### src/rtl/sdram_sched_pkg.sv
// Shared types and field widths for the SDRAM request scheduler.
package sdram_sched_pkg;

  localparam int ADDR_W = 24;
  localparam int LEN_W  = 9;
  localparam int BUF_AW = 8;
  localparam int BUF_DW = 32;
  localparam int WR_BIT = 31;

  typedef enum logic [2:0] {
    ST_IDLE,
    ST_OWN,
    ST_SET_A,
    ST_SET_LEN,
    ST_WAIT_BUSY,
    ST_WAIT_DONE,
    ST_DONE
  } state_e;

endpackage

### src/rtl/rr_arb2.sv
// Two-way round-robin arbiter; the priority pointer advances only when enabled.
module rr_arb2
  import sdram_sched_pkg::*;
(
  input  logic       clk,
  input  logic       rst,
  input  logic [1:0] req_i,
  input  logic       en_i,
  output logic [1:0] gnt_o
);

  // Client that wins a tie on the next arbitration.
  logic prio_q;

  always_comb begin
    gnt_o = 2'b00;
    if (req_i[prio_q])       gnt_o[prio_q]  = 1'b1;
    else if (req_i[!prio_q]) gnt_o[!prio_q] = 1'b1;
  end

  // NOTE: sequential state uses non-blocking assignments so every flop samples pre-edge values.
  always_ff @(posedge clk or posedge rst) begin
    if (rst)                  prio_q <= 1'b0;
    else if (en_i && |req_i)  prio_q <= gnt_o[0];
  end

endmodule

### src/rtl/sdram_sched.sv
// Two-client SDRAM MAC scheduler: grants ownership, programs address/length, waits for completion.
// Optional MAC busy watchdog enabled by defining SDRAM_SCHED_TMO_EN.
module sdram_sched
  import sdram_sched_pkg::*;
#(
  parameter int TMO_W = 16
) (
  input  logic        CLK,
  input  logic        RESET,
  input  logic [1:0]  REQ,
  input  logic [1:0]  REQ_WR,
  input  logic [1:0]  GO,
  input  logic [47:0] REQ_ADDR,
  input  logic [17:0] REQ_LEN,
  input  logic [15:0] BUF_ADDR,
  input  logic [63:0] BUF_WD,
  input  logic [1:0]  BUF_WE,
  output logic [1:0]  GNT,
  output logic [1:0]  DONE,
  output logic [31:0] BUF_RD,
  output logic [7:0]  MAC_ADDR,
  output logic [31:0] MAC_WD,
  output logic        MAC_WE,
  output logic        MAC_WE_LEN,
  output logic        MAC_WE_A,
  input  logic [31:0] MAC_RD,
  input  logic        MAC_BUSY,
  output logic        ERR
);

  typedef logic [TMO_W-1:0] tmo_t;

  state_e              state_q, state_d;
  logic [1:0]          gnt_q, gnt_d;
  logic                lat_wr_q, lat_wr_d;
  logic [ADDR_W-1:0]   lat_addr_q, lat_addr_d;
  logic [LEN_W-1:0]    lat_len_q, lat_len_d;
  logic [1:0]          arb_gnt;
  logic                gidx;
  logic                tmo_hit;

  assign gidx   = gnt_q[1];
  assign GNT    = gnt_q;
  assign BUF_RD = MAC_RD;

  rr_arb2 u_arb (
    .clk   (CLK),
    .rst   (RESET),
    .req_i (REQ),
    .en_i  (state_q == ST_IDLE),
    .gnt_o (arb_gnt)
  );

  // NOTE: every always_comb output gets a default first so no path can infer a latch.
  always_comb begin
    state_d    = state_q;
    gnt_d      = gnt_q;
    lat_wr_d   = lat_wr_q;
    lat_addr_d = lat_addr_q;
    lat_len_d  = lat_len_q;
    MAC_ADDR   = '0;
    MAC_WD     = '0;
    MAC_WE     = 1'b0;
    MAC_WE_A   = 1'b0;
    MAC_WE_LEN = 1'b0;
    DONE       = 2'b00;
    case (state_q)
      ST_IDLE: begin
        if (|REQ) begin
          gnt_d   = arb_gnt;
          state_d = ST_OWN;
        end
      end
      ST_OWN: begin
        MAC_ADDR = BUF_ADDR[gidx*BUF_AW +: BUF_AW];
        MAC_WD   = BUF_WD[gidx*BUF_DW +: BUF_DW];
        MAC_WE   = BUF_WE[gidx];
        if (!REQ[gidx]) begin
          gnt_d   = 2'b00;
          state_d = ST_IDLE;
        end else if (GO[gidx]) begin
          lat_wr_d   = REQ_WR[gidx];
          lat_addr_d = REQ_ADDR[gidx*ADDR_W +: ADDR_W];
          lat_len_d  = REQ_LEN[gidx*LEN_W +: LEN_W];
          state_d    = ST_SET_A;
        end
      end
      ST_SET_A: begin
        MAC_WD = BUF_DW'(lat_addr_q);
        if (!MAC_BUSY) begin
          MAC_WE_A = 1'b1;
          state_d  = ST_SET_LEN;
        end
      end
      ST_SET_LEN: begin
        MAC_WD         = BUF_DW'(lat_len_q);
        MAC_WD[WR_BIT] = lat_wr_q;
        MAC_WE_LEN     = 1'b1;
        state_d        = ST_WAIT_BUSY;
      end
      ST_WAIT_BUSY: begin
        if (tmo_hit)       state_d = ST_DONE;
        else if (MAC_BUSY) state_d = ST_WAIT_DONE;
      end
      ST_WAIT_DONE: begin
        if (tmo_hit || !MAC_BUSY) state_d = ST_DONE;
      end
      ST_DONE: begin
        DONE[gidx] = 1'b1;
        MAC_ADDR   = BUF_ADDR[gidx*BUF_AW +: BUF_AW];
        MAC_WD     = BUF_WD[gidx*BUF_DW +: BUF_DW];
        MAC_WE     = BUF_WE[gidx];
        if (!REQ[gidx]) begin
          gnt_d   = 2'b00;
          state_d = ST_IDLE;
        end
      end
      default: begin
        gnt_d   = 2'b00;
        state_d = ST_IDLE;
      end
    endcase
  end

  always_ff @(posedge CLK or posedge RESET) begin
    if (RESET) begin
      state_q    <= ST_IDLE;
      gnt_q      <= 2'b00;
      lat_wr_q   <= 1'b0;
      lat_addr_q <= '0;
      lat_len_q  <= '0;
    end else begin
      state_q    <= state_d;
      gnt_q      <= gnt_d;
      lat_wr_q   <= lat_wr_d;
      lat_addr_q <= lat_addr_d;
      lat_len_q  <= lat_len_d;
    end
  end

`ifdef SDRAM_SCHED_TMO_EN
  tmo_t tmo_q;
  tmo_t tmo_inc;
  logic in_wait;
  logic err_q;

  assign in_wait = (state_q == ST_WAIT_BUSY) || (state_q == ST_WAIT_DONE);
  assign tmo_inc = tmo_q + 1'b1;
  // Expire on the edge where the counter would reach all-ones.
  assign tmo_hit = in_wait && (&tmo_inc);
  assign ERR     = err_q;

  always_ff @(posedge CLK or posedge RESET) begin
    if (RESET) begin
      tmo_q <= '0;
      err_q <= 1'b0;
    end else begin
      if (state_q == ST_SET_LEN) tmo_q <= '0;
      else if (in_wait)          tmo_q <= tmo_inc;
      if (tmo_hit)               err_q <= 1'b1;
    end
  end
`else
  assign tmo_hit = 1'b0;
  assign ERR     = 1'b0;
`endif

endmodule

### config.mk
export PLATFORM = sky130hd
export DESIGN_NAME = sdram_sched
export DESIGN_NICKNAME = d
export VERILOG_FILES = /design/src/rtl/sdram_sched_pkg.sv /design/src/rtl/rr_arb2.sv /design/src/rtl/sdram_sched.sv
export SDC_FILE = /design/constraint.sdc
export NUM_CORES = 1
export LEC_CHECK = 0
export ABC_AREA = 1
export CAP_MARGIN = 20
export CORE_ASPECT_RATIO = 0.75
export CORE_UTILIZATION = 34
export CTS_BUF_LIST = sky130_fd_sc_hd__clkbuf_8 sky130_fd_sc_hd__clkbuf_16
export DETAILED_ROUTE_END_ITERATION = 12
export HOLD_SLACK_MARGIN = 0.06
export PLACE_DENSITY = 0.95
export SLEW_MARGIN = 10
export SYNTH_ARGS = -nofsm -noshare
export SYNTH_HDL_FRONTEND = slang
export SYNTH_SLANG_ARGS = --single-unit
### constraint.sdc
create_clock -name CLK -period 1.5 [get_ports CLK]
set_input_delay 0.225 -clock CLK [delete_from_list [all_inputs] [get_ports CLK]]
set_output_delay 0.225 -clock CLK [all_outputs]
set_load 0.01 [all_outputs]
# Yosys cells after proc, flatten, opt, wreduce, memory -nomap -nowiden
# Cells that the tools add are included.
# Widths: inputs -> output; s select.
# word_totals
ff_bits,40
inputBits,189
output_inout_bits,80
elab_cells,82
# op_classes
n_mul,2
magnitude_cmp,6
eq_ne,13
n_shift,4
mux,38
bitwise_logic,1
n_reduce_logical,12
# ops
cell,n
$pmux 32 s3,1
$shiftx 64x7->32,1
$shiftx 48x7->24,1
$mux 3,7
$pmux 3 s7,1
$mux 1,19
$shiftx 18x6->9,1
$shiftx 16x5->8,1
$ne 2x2->1 const B,6
$mux 2,5
$eq 3x3->1 const B,3
$mux 8,1
$eq 3x2->1 const B,2
$lt 1x2->1 const B,3
$pmux 2 s3,1
$reduce_and 3->1,2
$reduce_and 6->1,1
$mul 1x4->5 const B,1
$logic_and 1x1->1,4
$reduce_or 2->1,2
$reduce_or 4->1,1
$demux 1 s1,3
$eq 3x1->1 const B,1
$ge 1x1->1 const B,3
other kinds (5),5

# Logic depth before layout (Yosys ltp)
# Gate-level depths: netlist (run 1).
# depth
depth_word,9
mapped_depth,10
depth_no_buf,9

# Hierarchy
# Synthesis (run 1) repeated with hierarchy kept, for this count alone.
# unflattened
hier_cells,497
area_unflattened_um2,3439.5
# modules_own_cells
mod,n_inst,cells_each,area_per_inst_um2,seq_area_each_um2
sdram_sched,1,488,3375.7,975.9
rr_arb2,1,9,63.8,25.0

# Worst setup path before layout (run 1)
# OpenSTA, ideal clock, no wires.
# synth_timing
kind,reg2out
from,register gnt_q[1] (netlist: GNT[1])
to,output port MAC_ADDR[3]
arrival_time_ns,1.329
required_ns,1.275
path_slack_ns,-0.054
path_stages_with_launch,7
n_path_buf,3
path_cell_list,dfrtp_1 buf_4 inv_4 buf_2 clkbuf_1 nand2_1 a21oi_1
# synth_between
elab_chain_len,2
# synth_lines
item,line,text
from (decl),sdram_sched.sv:34,"logic [1:0] gnt_q, gnt_d;"
from (signal assigned),sdram_sched.sv:134,gnt_q <= gnt_d;
$shiftx 16x5->8,"sdram_sched.sv:75, sdram_sched.sv:110",
$mux 8,n/a,
to (decl),sdram_sched.sv:21,"output logic [7:0] MAC_ADDR,"
# No other way between the ends.

# Worst setup path in the final report (run 1)
# layout_timing
from,register state_q[0]
to,output port MAC_WD[22]
# layout_between
elab_chain_len,3
word_cells_on_any_way,6
cone_classes,4 x eq/ne; 1 x mux; 1 x reduce/logical
# layout_lines
item,line,text
from (decl),sdram_sched.sv:33,"state_e state_q, state_d;"
from (signal assigned),sdram_sched.sv:133,state_q <= state_d;
$eq 3x3->1 or $eq 3x1->1 (tied branches),sdram_sched.sv:67,case (state_q)
$reduce_or 2->1 (no source line),n/a,
$pmux 32 s3 *,sdram_sched.sv:67,
to (decl),sdram_sched.sv:22,"output logic [31:0] MAC_WD,"
# Every way passes the cells marked *; elsewhere a longest branch is shown, timed or not.

==> flow_summary.ini, run 1 <==
[synth]
ys_ff_latch = 40
ys.flop_type = dfrtp_1
synth_area_leader_cell = dfrtp_1
seq_area_frac_synth_pct = 29.6
synth_compound_area_share_pct = 22.5
synth.net_count = 684
yosys.area_share.adder_pct = 0.740
netlist_area_um2 = 3380
syn_area_per_cell_um2 = 6.86
synth_simple_gate_area_share_pct = 29.5
synth_top_family_by_area = simple AND/OR/NAND/NOR gates
synth_cell_types = 30
ys_top_cells_by_area = dfrtp_1 30%, nand2_1 18%, buf_4 7.5%
ys_async_sr_fraction_pct = 100
synth_xor_area_share_pct = 0
synth.most_common_cell = nand2_1
synth_top_area_share_pct = 29.6
synth_edf_count = 0
synth_common_cells = 165 x nand2_1, 46 x inv_1, 40 x dfrtp_1
synthCells = 493
synth.mux.area_fraction_pct = 0.333
yosysWarnings = 0

[grt]
grt-ovfl-total = 0
grt_first_pass_wirelength_um = 19600
antenna_found_initial = 0
grt_start_max_net_pins = 41
grt.total_usage_pct = 25.0
grt_pass1_vias = 4055

[detailed_routing]
dr.first_iter.drc_count = 134
vias_per_cell = 4.92
detail-route-antenna-nets = 0
wl_per_cell_um = 16.0
dr.pass1.iters = 4
vias = 4178
drc = 0
totalWireLength_um = 13600

[finish]
final_nets = 908
multi_input_area_um2 = 2140
design_area_um2 = 6540
utilization_pct = 67.7
fillers = 750
synthToLayoutAreaGrowth_pct = 93.2
drive_above_1_share_pct = 37.9
diodes = 0
ff_latch_area_um2 = 1000

[power_and_ir_drop]
p_clk_share_pct = 10.8
p_int_mw = 6.56
power.total_mw = 11.7
leakagePower_nw = 3.01
combinationalPowerShare_pct = 73.6
power_frac_seq_pct = 15.6
switching_share_pct = 43.9
p_sw_mw = 5.12
peakVddDrop_mv = 0.824
power.density_nw_per_um2 = 1790

[place]
hpwlAfterDp_um = 8330
pre_cts_ws_ns = -0.467
io_buffers = 203
place_area_um2 = 5480
routabilityCongestion = 0.844

[hold_path]
min_path_type = in2async

[timing]
setup_slack_ns = -0.343
hold_slack_ns = 0.294
rsz0062_at_grt = yes
hold_viol = 0
slew_violations = 0
setup_violations = 86
skew_ns = 0.00544
period_share_pct = 123
fmax_mhz = 543
period_needed_ns = 1.84

[critical_path]
endpoint = MAC_WD[22]
arrival_ns = 1.62
cp_top_family = buffers and inverters
reg2regPathDepth = 12
critPathMostFrequentCell = buf_12
cp_slowest_cell = dfrtp_1
critPathMaxStageDelay_ns = 0.44
critical_path.max_fanout = 8
r2r-end = lat_addr_q[9]$_DFFE_PP0P_
crit_path_end_kind = primary output
critical_path_class = reg2out
rrSetupSlack_ns = -0.23
required_ns = 1.27
crit_start = state_q[0]$_DFFE_PP0P_
cp_num_cells = 8
startpoint_type = flip-flop
worstPathCellList = inv_2, nand3_2, nand2_4, buf_12, buf_12, nand2_2, o21ai_2, buf_2
cp.buffers_inverters = 4
timing.rr.start = GNT[1]$_DFFE_PP0P_

[clock_tree]
cts_buffers = 5
path_clk_slew_ns = 0.06
root_buffer = clkbuf_16
holdBufCountCts = 0
cts_max_level = 2
cts_tree = built
clockBufferDepth = 2
numClockSinks = 40
clock_latency_ns = 0.29

[floorplan]
die_w_um = 117
core-area_um2 = 9660
initial_utilization_pct = 35.0
row_count = 31
num_io_pins = 269
die_area_um2 = 10400
die_height_um = 88.4

[outcome]
violations = setup timing
status = complete, but fails checks

[job]
maxCapViolCount = 0
-- cells by family after synthesis --
group	Yosys count
buffers and inverters	111
DFF	40
AOI/OAI and AO/OA	111
other	1
and+or+nand+nor	227
adders and majority gates	2
muxes	1
-- how the worst min path moves through the flow --
stage / slack [ns] / end / startpoint / cells after the start
detailed placement: 0.45 / BUF_RD[16] / MAC_RD[16] / 0
global placement: 0.45 / BUF_RD[16] / MAC_RD[16] / 0
floorplan: 0.37 / lat_addr_q[0]$_DFFE_PP0P_ / REQ_ADDR[0] / 2
global route: 0.33 / lat_addr_q[3]$_DFFE_PP0P_ / RESET / 3
finish: 0.29 / lat_addr_q[3]$_DFFE_PP0P_ / RESET / 3
CTS: 0.30 / lat_addr_q[3]$_DFFE_PP0P_ / RESET / 3
-- layout make-up --
class                           count  share of cell area (%)
Tap cell                          132                    2.53
Clock buffer                        5                    1.91
Multi-Input combinational cell    343                    32.7
Timing Repair Buffer              276                    43.2
Clock inverter                      3                   0.708
Inverter                           49                    3.29
Sequential cell                    40                    15.4
Timing Repair inverter              2                   0.345
-- stage by stage --
step / cells / TNS [ns]
after floorplan: 493 / -0.407
final: 850 / -17.95
after detailed placement: 794 / -30.36
after CTS: 842 / -14.81
after global placement: 794 / -28.68
after global routing: 850 / -23.93
-- placed cells by master, fill, tap and decap left out, types with 16 or more instances in the layout --
cell type / synthesis / final
buf_6: 3 / 20
clkdlybuf4s50_1: 0 / 157
o21ai_1: 8 / 16
dfrtp_1: 40 / 38
o21ai_2: 10 / 26
nand2_2: 3 / 17
buf_2: 11 / 44
inv_1: 46 / 38
buf_4: 34 / 29
nand2_1: 165 / 139
o211ai_1: 22 / 22
or2_2: 34 / 34
-- state kept, by name, indices dropped and copies added, names as in the netlist --
name / count
lat_addr_q: 24
lat_len_q: 9
state_q: 3
GNT: 2
lat_wr_q: 1
u_arb.prio_q: 1
-- per-layer routing --
| layer | GRT usage (%) | part of all wire, % | up-vias |
|---|---|---|---|
| met5 | 0 | 0 | - |
| met4 | 6.21 | 1.1 | 0 |
| met3 | 7.33 | 10 | 16 |
| met2 | 42.0 | 47 | 222 |
| met1 | 31.5 | 41 | 1924 |
| li1 | - | - | 2016 |
-- repair_timing --
| action | CTS | global route |
|---|---|---|
| gates cloned | 14 | 0 |
| buffers inserted | 33 | 10 |
| pin swaps | 16 | 18 |
| gates resized for setup | 281 | 81 |
| endpoints found under the setup margin | 85 | 86 |
-- worst min-delay path, delay by kind of cell --
| family | cells | cell delay [ns] |
|---|---|---|
| buf+inv | 3 | 0.73 |
-- power by group through the flow --
| stage | sequential (mW) | clock [mW] | combinational [mW] |
|---|---|---|---|
| 4_1_cts | 1.80 | 1.27 | 7.77 |
| 3_3_place_gp | 1.79 | 0 | 6.05 |
| 6_report | 1.82 | 1.26 | 8.59 |
| 5_1_grt | 1.88 | 1.31 | 9.26 |
| 3_5_place_dp | 1.82 | 0 | 6.16 |
| 2_1_floorplan | 1.80 | 0 | 3.48 |
Power figures use the tool's default switching activity.
==> run 2: changes to the inputs <==
- MAX_ROUTING_LAYER: unset -> met4
- SLEW_MARGIN: 10 -> 20
==> flow_summary.ini, run 2 (same netlist as run 1, synthesis figures left out) <==
[outcome]
status = complete, but fails checks
violations = setup timing

[critical_path]
critPathMostFrequentCell = inv_2
startpoint_type = flip-flop
critical_path.max_fanout = 16
worstPathCellList = inv_2, nand2_2, nor2_4, inv_2, nand2_4, buf_4, inv_8, a21oi_1, buf_2
crit_path_end_kind = primary output
critical_path_class = reg2out
required_ns = 1.27
arrival_ns = 1.62
cp_top_family = buffers and inverters
cp_slowest_cell = dfrtp_1
critPathMaxStageDelay_ns = 0.41
cp.buffers_inverters = 5

[grt]
grt.total_usage_pct = 25.8
grt-ovfl-total = 0
grt_first_pass_wirelength_um = 19600
met2_usage_pct = 42.0
grt.busiest_layer = met2
use_met1_pct = 31.8
globalRouteMet3Util_pct = 6.92
grt_start_max_net_pins = 41
grt_pass1_vias = 4061
antenna_found_initial = 0

[floorplan]
core-area_um2 = 9660
die_height_um = 88.4
num_io_pins = 269
row_count = 31
die_area_um2 = 10400
initial_utilization_pct = 35.0
die_w_um = 117

[timing]
hold_slack_ns = 0.297
rsz0062_at_grt = yes
setup_slack_ns = -0.342
slew_violations = 0
skew_ns = 0.00429
period_share_pct = 123
fmax_mhz = 543
setup_violations = 86
hold_viol = 0
period_needed_ns = 1.84

[detailed_routing]
wl_per_cell_um = 16.0
dr.first_iter.drc_count = 153
vias_per_cell = 4.91
totalWireLength_um = 13600
drc = 0
dr.pass1.iters = 4
detail-route-antenna-nets = 0
vias = 4176

[power_and_ir_drop]
p_sw_mw = 5.09
p_int_mw = 6.56
leakagePower_nw = 3.01
power.total_mw = 11.6
power_frac_seq_pct = 15.6
p_clk_share_pct = 10.7
combinationalPowerShare_pct = 73.7
switching_share_pct = 43.7
power.density_nw_per_um2 = 1780
peakVddDrop_mv = 0.824

[place]
hpwlAfterDp_um = 8330
io_buffers = 203
routabilityCongestion = 0.857
place_area_um2 = 5480

[clock_tree]
cts_buffers = 5
clock_latency_ns = 0.28
cts_tree = built
cts_max_level = 2
root_buffer = clkbuf_16
holdBufCountCts = 0
path_clk_slew_ns = 0.06
numClockSinks = 40
clockBufferDepth = 2

[finish]
layout_commonest_cell = clkdlybuf4s50_1
top_regs = lat_addr_q x24, lat_len_q x9, state_q x3
diodes = 0
synthToLayoutAreaGrowth_pct = 93.3
design_area_um2 = 6540
layout_common_cells = 157 x clkdlybuf4s50_1, 139 x nand2_1, 44 x buf_2
final_nets = 908
largest_register_ffs = 24
drive_above_1_share_pct = 37.7
regMostFlops = lat_addr_q

[hold_path]
min_path_type = in2async

[job]
maxCapViolCount = 0
==> run 2: cell counts in the layout (fill, tap and decap cells not counted) <==
Identical to the previous run, type by type.
==> run 2: worst paths after layout <==
check	startpoint	end	slack, ns	cells past startpoint
setup / recovery	state_q[1]$_DFFE_PP0P_	MAC_WD[24]	-0.34	9
hold / removal	RESET	lat_addr_q[3]$_DFFE_PP0P_	0.30	3
setup reg to reg	state_q[1]$_DFFE_PP0P_	lat_addr_q[9]$_DFFE_PP0P_	-0.25	12
hold reg to reg	GNT[0]$_DFFE_PP0P_	GNT[0]$_DFFE_PP0P_	0.49	2
max in group asynchronous	RESET	GNT[1]$_DFFE_PP0P_	0.99	3
min in group CLK	MAC_RD[20]	BUF_RD[20]	0.45	0
==> run 2: layout make-up <==
cell class	instances	area (um^2)
clock buffer	5	125
sequential	40	1000
timing repair buffer	276	2820
multi-input combinational	343	2140
clock inverter	3	46.3
timing repair inverter	2	22.5
fill	751	3120
tap	132	165
inverter	49	215
==> run 2: repair_timing <==
item                       in CTS  in global routing
pin swaps                      16                 18
setup buffers                  33                 10
gates resized for setup       281                 81
setup endpoints to repair      85                 86
gates cloned                   14                  0
==> run 2: power by group through the flow <==
stage	logic (mW)	clock network, mW	registers (mW)
6_report	8.58	1.25	1.82
3_5_place_dp	6.16	0	1.82
2_1_floorplan	3.48	0	1.80
5_1_grt	9.29	1.30	1.87
3_3_place_gp	6.05	0	1.79
4_1_cts	7.77	1.27	1.80
==> run 2: metal layers <==
layer / vias up / routed length [um]
li1: 2019 / -
met1: 1907 / 5440
met2: 226 / 6440
met3: 24 / 1520
met4: 0 / 188
met5: - / 0
==> run 2: worst register-to-register path, cell delays in order, from the launching register on <==
cell and delay [ns]:
dfrtp_1 0.41, inv_2 0.08, nand2_2 0.08, nor2_4 0.12
buf_4 0.12, buf_4 0.12, nand2_4 0.07, nor2_8 0.15
buf_12 0.14, buf_8 0.12, buf_16 0.14, o211ai_2 0.09
o21ai_2 0.06
==> run 2: through the flow <==
stage	setup slack [ns]	cells	TNS, ns	util, %
6_report	-0.342	850	-18.25	67.7
5_1_grt	-0.436	850	-26.66	67.7
4_1_cts	-0.293	842	-14.81	64.5
3_5_place_dp	-0.467	794	-30.36	56.8
3_3_place_gp	-0.447	794	-28.68	56.8
2_1_floorplan	-0.0407	493	-0.407	-
==> patch 1 (flow settings as in run 2) <==
Set the package constant `LEN_W` to 11 (it was 9).
--- a/src/rtl/sdram_sched_pkg.sv
+++ b/src/rtl/sdram_sched_pkg.sv
@@ -2,7 +2,7 @@
 package sdram_sched_pkg;
 
   localparam int ADDR_W = 24;
-  localparam int LEN_W  = 9;
+  localparam int LEN_W  = 11;
   localparam int BUF_AW = 8;
   localparam int BUF_DW = 32;
   localparam int WR_BIT = 31;
Function: changed (Yosys sat finds a counterexample within 4 cycles, from zero or initial values and one cycle with RESET high).
==> patch 1 against run 2 <==
The flow still finishes with violations (setup timing). Power down 10%. Setup slack worse by 7.0 ps. First-iteration DRC count up 53%. Final area up 6.3%. Critical path depth down 2. Sequential cell count up 2. Area after synthesis down 0.52%. Wire length up 20%.
==> patch 1: results (changes against run 2) <==
----------------------------------------------------
[Outcome]
  Result of the run ... finished with violations
  Violations in the final reports ... setup timing

[Clock network]
  Number of instances resized during post-cts repair ... 323 (+15%)
  Root Buffer Master ... sky130_fd_sc_hd__clkbuf_16
  Post-CTS setup buffer count ... 28 (-15%)

[Power and ir drop]
  Static power due to leakage ... 3.17 nW (+5.2%)

[Critical path]
  Stage delay of the slowest cell on the critical path ... 470 ps (+60 ps)
  Endpoint of the most critical register-to-register path ... lat_len_q[2]
  Worst-path fanout max ... 7 (-9)
  Slowest library cell on the worst path ... sky130_fd_sc_hd__dfrtp_2
  Capturing instance or port of the critical path ... MAC_WD[10]
  Worst reg2reg setup slack ... -340 ps (-90 ps)

[Route]
  Total wirelength of the detailed-routed design ... 16,300 um (+20%)
  Count of vias placed by the detailed router ... 4,400 (+5.4%)
  Iter 0 DRT Violations ... 234 (+53%)

[Finish]
  Fill cells ... 710 (-5.5%)
  Final-stage net count ... 919 (+1.2%)
  Largest registers ranked by flip-flop count ... lat_addr_q (24), lat_len_q (11), state_q (3)
  Share of post-route cells with drive strength above 1 ... 0.417 (+0.0396)
  Non-Filler Instances ... 861 (+1.3%)

[Synthesis]
  Biggest area contributors in the synthesized netlist ... sky130_fd_sc_hd__dfrtp_1 31%, sky130_fd_sc_hd__nand2_1 18%, sky130_fd_sc_hd__buf_4 7.4%
  Synth cell count leaders ... 162 x sky130_fd_sc_hd__nand2_1, 49 x sky130_fd_sc_hd__inv_1, 49 x sky130_fd_sc_hd__o21ai_0
  Post-Syn Area per Cell ... 6.73 um2 (-1.9%)
  Synthesized net count ... 691 (+1.0%)
  Synth unique cells ... 28 (-6.7%)

[Timing]
  Setup Viol. Count Final ... 86 (unchanged)
  Worst setup slack after layout ... -349 ps (-7.00 ps)
  Accumulated negative setup slack ... -23,510 ps (-5260 ps)
  Setup Skew ... 8.90 ps (+4.61 ps)

[Global route]
  Largest net degree at the start of global routing ... 43 (+4.9%)
  Number of global-route vias before repair ... 4,328 (+6.6%)
  First-pass GRT wire length ... 22,800 um (+16%)
  Combined global-route utilization of all metal layers ... 0.310 (+0.0526)

[Placement]
  RD Place Congestion ... 0.870 (+1.5%)
  Cells after DPL ... 804 (+1.3%)

----------------------------------------------------
==> patch 1: layout make-up <==
type	instances	area (um2)	area share
multi-input combinational	341	2250	0.324
timing repair buffer	286	3130	0.450
clock buffer	6	139	0.0200
sequential	42	1050	0.152
inverter	52	203	0.0292
clock inverter	2	12.5	0.00180
tap	132	165	0.0238
==> patch 1: how the worst min path moves through the flow <==
stage	start	cells after the start	to	slack, ps
final	RESET	3	lat_len_q[8]	290
after global routing	RESET	3	lat_len_q[8]	320
after CTS	RESET	3	lat_addr_q[7]	300
after detailed placement	MAC_RD[4]	0	BUF_RD[4]	450
after global placement	MAC_RD[4]	0	BUF_RD[4]	450
after floorplan	REQ_LEN[9]	2	lat_len_q[9]	380
==> patch 1: worst max-delay path: cells and delay by family, from the launching register on <==
kind	cells	cell delay [ps]
and+or+nand+nor	3	210
DFF	1	470
buffers and inverters	3	580
AOI/OAI and AO/OA	1	80
==> patch 1: kinds of logic after synthesis <==
kind of cell               Yosys count  synth area share
and+or+nand+nor                    222             0.285
buffers and inverters              117             0.182
AOI/OAI and AO/OA                  116             0.212
DFF                                 42             0.312
other                                1           0.00111
adders and majority gates            2           0.00744
==> patch 1: per-stage QoR <==
stage	utilization	setup slack (ps)
finish	0.723	-349
global route	0.723	-411
CTS	0.687	-326
detailed placement	0.573	-529
global placement	0.573	-436
floorplan	-	-61.9
==> patch 1: metal layers <==
| metal | GRT usage | wire length (um) | part of all wire |
|---|---|---|---|
| met5 | - | 0 | 0 |
| met4 | 0.0748 | 186 | 0.011 |
| met3 | 0.0844 | 1350 | 0.083 |
| met2 | 0.484 | 7710 | 0.47 |
| met1 | 0.399 | 7070 | 0.43 |
==> patch 1: report_power, final <==
group,internal [mW],switching [mW]
clock,0.660,0.459
combinational,3.65,3.78
sequential,1.69,0.219
total,6.00,4.46
==> patch 2 (config.mk and constraints of run 2) <==
Without the edit above. Re-encode `state_e` (7 states) as one-hot, 7 bits wide.
--- a/src/rtl/sdram_sched_pkg.sv
+++ b/src/rtl/sdram_sched_pkg.sv
@@ -7,14 +7,14 @@
   localparam int BUF_DW = 32;
   localparam int WR_BIT = 31;
 
-  typedef enum logic [2:0] {
-    ST_IDLE,
-    ST_OWN,
-    ST_SET_A,
-    ST_SET_LEN,
-    ST_WAIT_BUSY,
-    ST_WAIT_DONE,
-    ST_DONE
+  typedef enum logic [6:0] {
+    ST_IDLE      = 7'b0000001,
+    ST_OWN       = 7'b0000010,
+    ST_SET_A     = 7'b0000100,
+    ST_SET_LEN   = 7'b0001000,
+    ST_WAIT_BUSY = 7'b0010000,
+    ST_WAIT_DONE = 7'b0100000,
+    ST_DONE      = 7'b1000000
   } state_e;
 
 endpackage
Function: same outputs for any inputs over 4 cycles, from zero or initial values and one cycle with RESET high; so few cycles prove little.
==> patch 2 against run 2 <==
Area after synthesis increased by 0.22%. Sequential cell count grew 4. Final area is 1.7% higher. Wire length increased by 6.1%. Clock power rose by 3%. Largest power group unchanged. The flow still finishes with violations (setup timing). Setup slack worse by 200 ps. Sequential power increased by 12%. Die area grew 0.22%. Power is 32% lower.
==> patch 2: results (changes against run 2) <==
----------------------------------------------------
[Power and ir drop]
  Static power due to leakage ... 3.10 nW (+3.1%)
  VDD IR max ... 0.691 mV (-16%)

[Critical path]
  Worst-path fanout max ... 5 (-11)
  RR Startpoint ... state_q[3]
  Endpoint arrival time on the critical path ... 1820 ps (+200 ps)
  Beginning of the critical path ... state_q[6]
  Endpoint of the most critical register-to-register path ... lat_addr_q[2]
  Capturing instance or port of the critical path ... MAC_WD[2]
  Worst reg2reg setup slack ... -450 ps (-200 ps)
  Path depth of the worst reg2reg path ... 10 (-2)

[Global route]
  First-pass GRT wire length ... 19,600 um (-0.11%)
  Largest net degree at the start of global routing ... 24 (-41%)
  Combined global-route utilization of all metal layers ... 0.260 (+0.00218)
  Number of global-route vias before repair ... 3,991 (-1.7%)

[Synthesis]
  Share of the synthesized netlist area taken by xor and xnor gates ... 0 (unchanged)
  Adder-cell share of the synthesized area ... 0 (-0.00740)
  Post-synthesis cell count ... 479 (-2.8%)
  Synth unique cells ... 25 (-17%)
  Biggest area contributors in the synthesized netlist ... sky130_fd_sc_hd__dfrtp_1 32%, sky130_fd_sc_hd__nand2_1 18%, sky130_fd_sc_hd__mux2i_1 10%
  Count of flip-flops with a built-in enable after synthesis ... 0 (unchanged)
  Multiplexer share of the synthesized area ... 0.100 (+0.0971)
  Synthesized net count ... 668 (-2.3%)
  Compound-Gate Fraction of Synth Area ... 0.144 (-0.0810)
  Seq/Total Area, Yosys ... 0.325 (+0.0292)
  Synth cell count leaders ... 165 x sky130_fd_sc_hd__nand2_1, 43 x sky130_fd_sc_hd__dfrtp_1, 34 x sky130_fd_sc_hd__buf_4, 34 x sky130_fd_sc_hd__mux2i_1, 34 x sky130_fd_sc_hd__o21ai_1

[Placement]
  Cells after DPL ... 802 (+1.0%)
  Worst slack at placement ... -695 ps (-228 ps)
  Placement-stage cell area ... 5690 um2 (+3.8%)
  RD Place Congestion ... 0.919 (+7.3%)
  Post-detail-place hpwl ... 9320 um (+12%)

[Timing]
  Worst setup slack after layout ... -542 ps (-200 ps)
  Setup Skew ... 4.84 ps (+0.552 ps)
  Setup Viol. Count Final ... 86 (unchanged)
  Accumulated negative setup slack ... -37,450 ps (-19,190 ps)

[Clock network]
  Worst skew pair latency ... 280 ps (about the same)

[Finish]
  Final-stage net count ... 902 (-0.66%)
  Largest registers ranked by flip-flop count ... lat_addr_q (24), lat_len_q (9), state_q (7)
  Fill cells ... 726 (-3.3%)
  Non-Filler Instances ... 846 (-0.47%)
  Share of post-route cells with drive strength above 1 ... 0.361 (-0.0161)

[Outcome]
  Violations in the final reports ... setup timing
  Result of the run ... finished with violations

[Route]
  Total wirelength of the detailed-routed design ... 14,400 um (+6.1%)
  Count of vias placed by the detailed router ... 4,323 (+3.5%)
  Iter 0 DRT Violations ... 177 (+16%)

----------------------------------------------------
==> patch 2: cell count changes in the layout (fill, tap and decap cells not counted), sizes merged, moves of 4 or more <==
cell    before  now
mux2i        0   34
inv         52   20
o211ai      32    4
o21ai       51   69
or2         34   20
nand3       10   21
buf        118  126
o221ai       8    0
clkbuf       5   10
nor2        15   19
==> patch 2: cell type report <==
| class | instances | area (um2) | share of cell area |
|---|---|---|---|
| multi-input combinational | 355 | 2190 | 0.329 |
| timing repair buffer | 287 | 2930 | 0.441 |
| inverter | 20 | 82.6 | 0.0124 |
| clock buffer | 6 | 139 | 0.0209 |
| tap | 132 | 165 | 0.0248 |
| clock inverter | 2 | 38.8 | 0.00583 |
| sequential | 44 | 1110 | 0.167 |
==> patch 2: worst min path at each step <==
stage,to,depth (start not counted),slack (ps),startpoint
6_report,lat_addr_q[7],2,200,RESET
5_1_grt,lat_addr_q[1],2,210,RESET
4_1_cts,lat_addr_q[7],2,200,RESET
3_5_place_dp,BUF_RD[16],0,450,MAC_RD[16]
3_3_place_gp,BUF_RD[16],0,450,MAC_RD[16]
2_1_floorplan,state_q[3],1,290,MAC_BUSY
==> patch 2: timing repair <==
action | CTS | global route
pin swaps | 13 | 17
gates resized for setup | 271 | 69
setup endpoints to repair | 86 | 88
cloned | 9 | 4
buffers inserted | 16 | 16
==> patch 2: routing by layer <==
layer,vias up,wire length (um),GRT usage
met1,2049,5610,0.297
met3,27,1210,0.0616
met4,0,310,0.0817
li1,1995,-,-
met2,252,7290,0.450
met5,-,0,-
==> patch 2: report_power, final <==
part / internal (mW) / switching, mW / total (mW)
combinational: 2.32 / 2.30 / 4.62
clock: 0.834 / 0.459 / 1.29
sequential: 1.67 / 0.366 / 2.04
total: 4.83 / 3.12 / 7.95
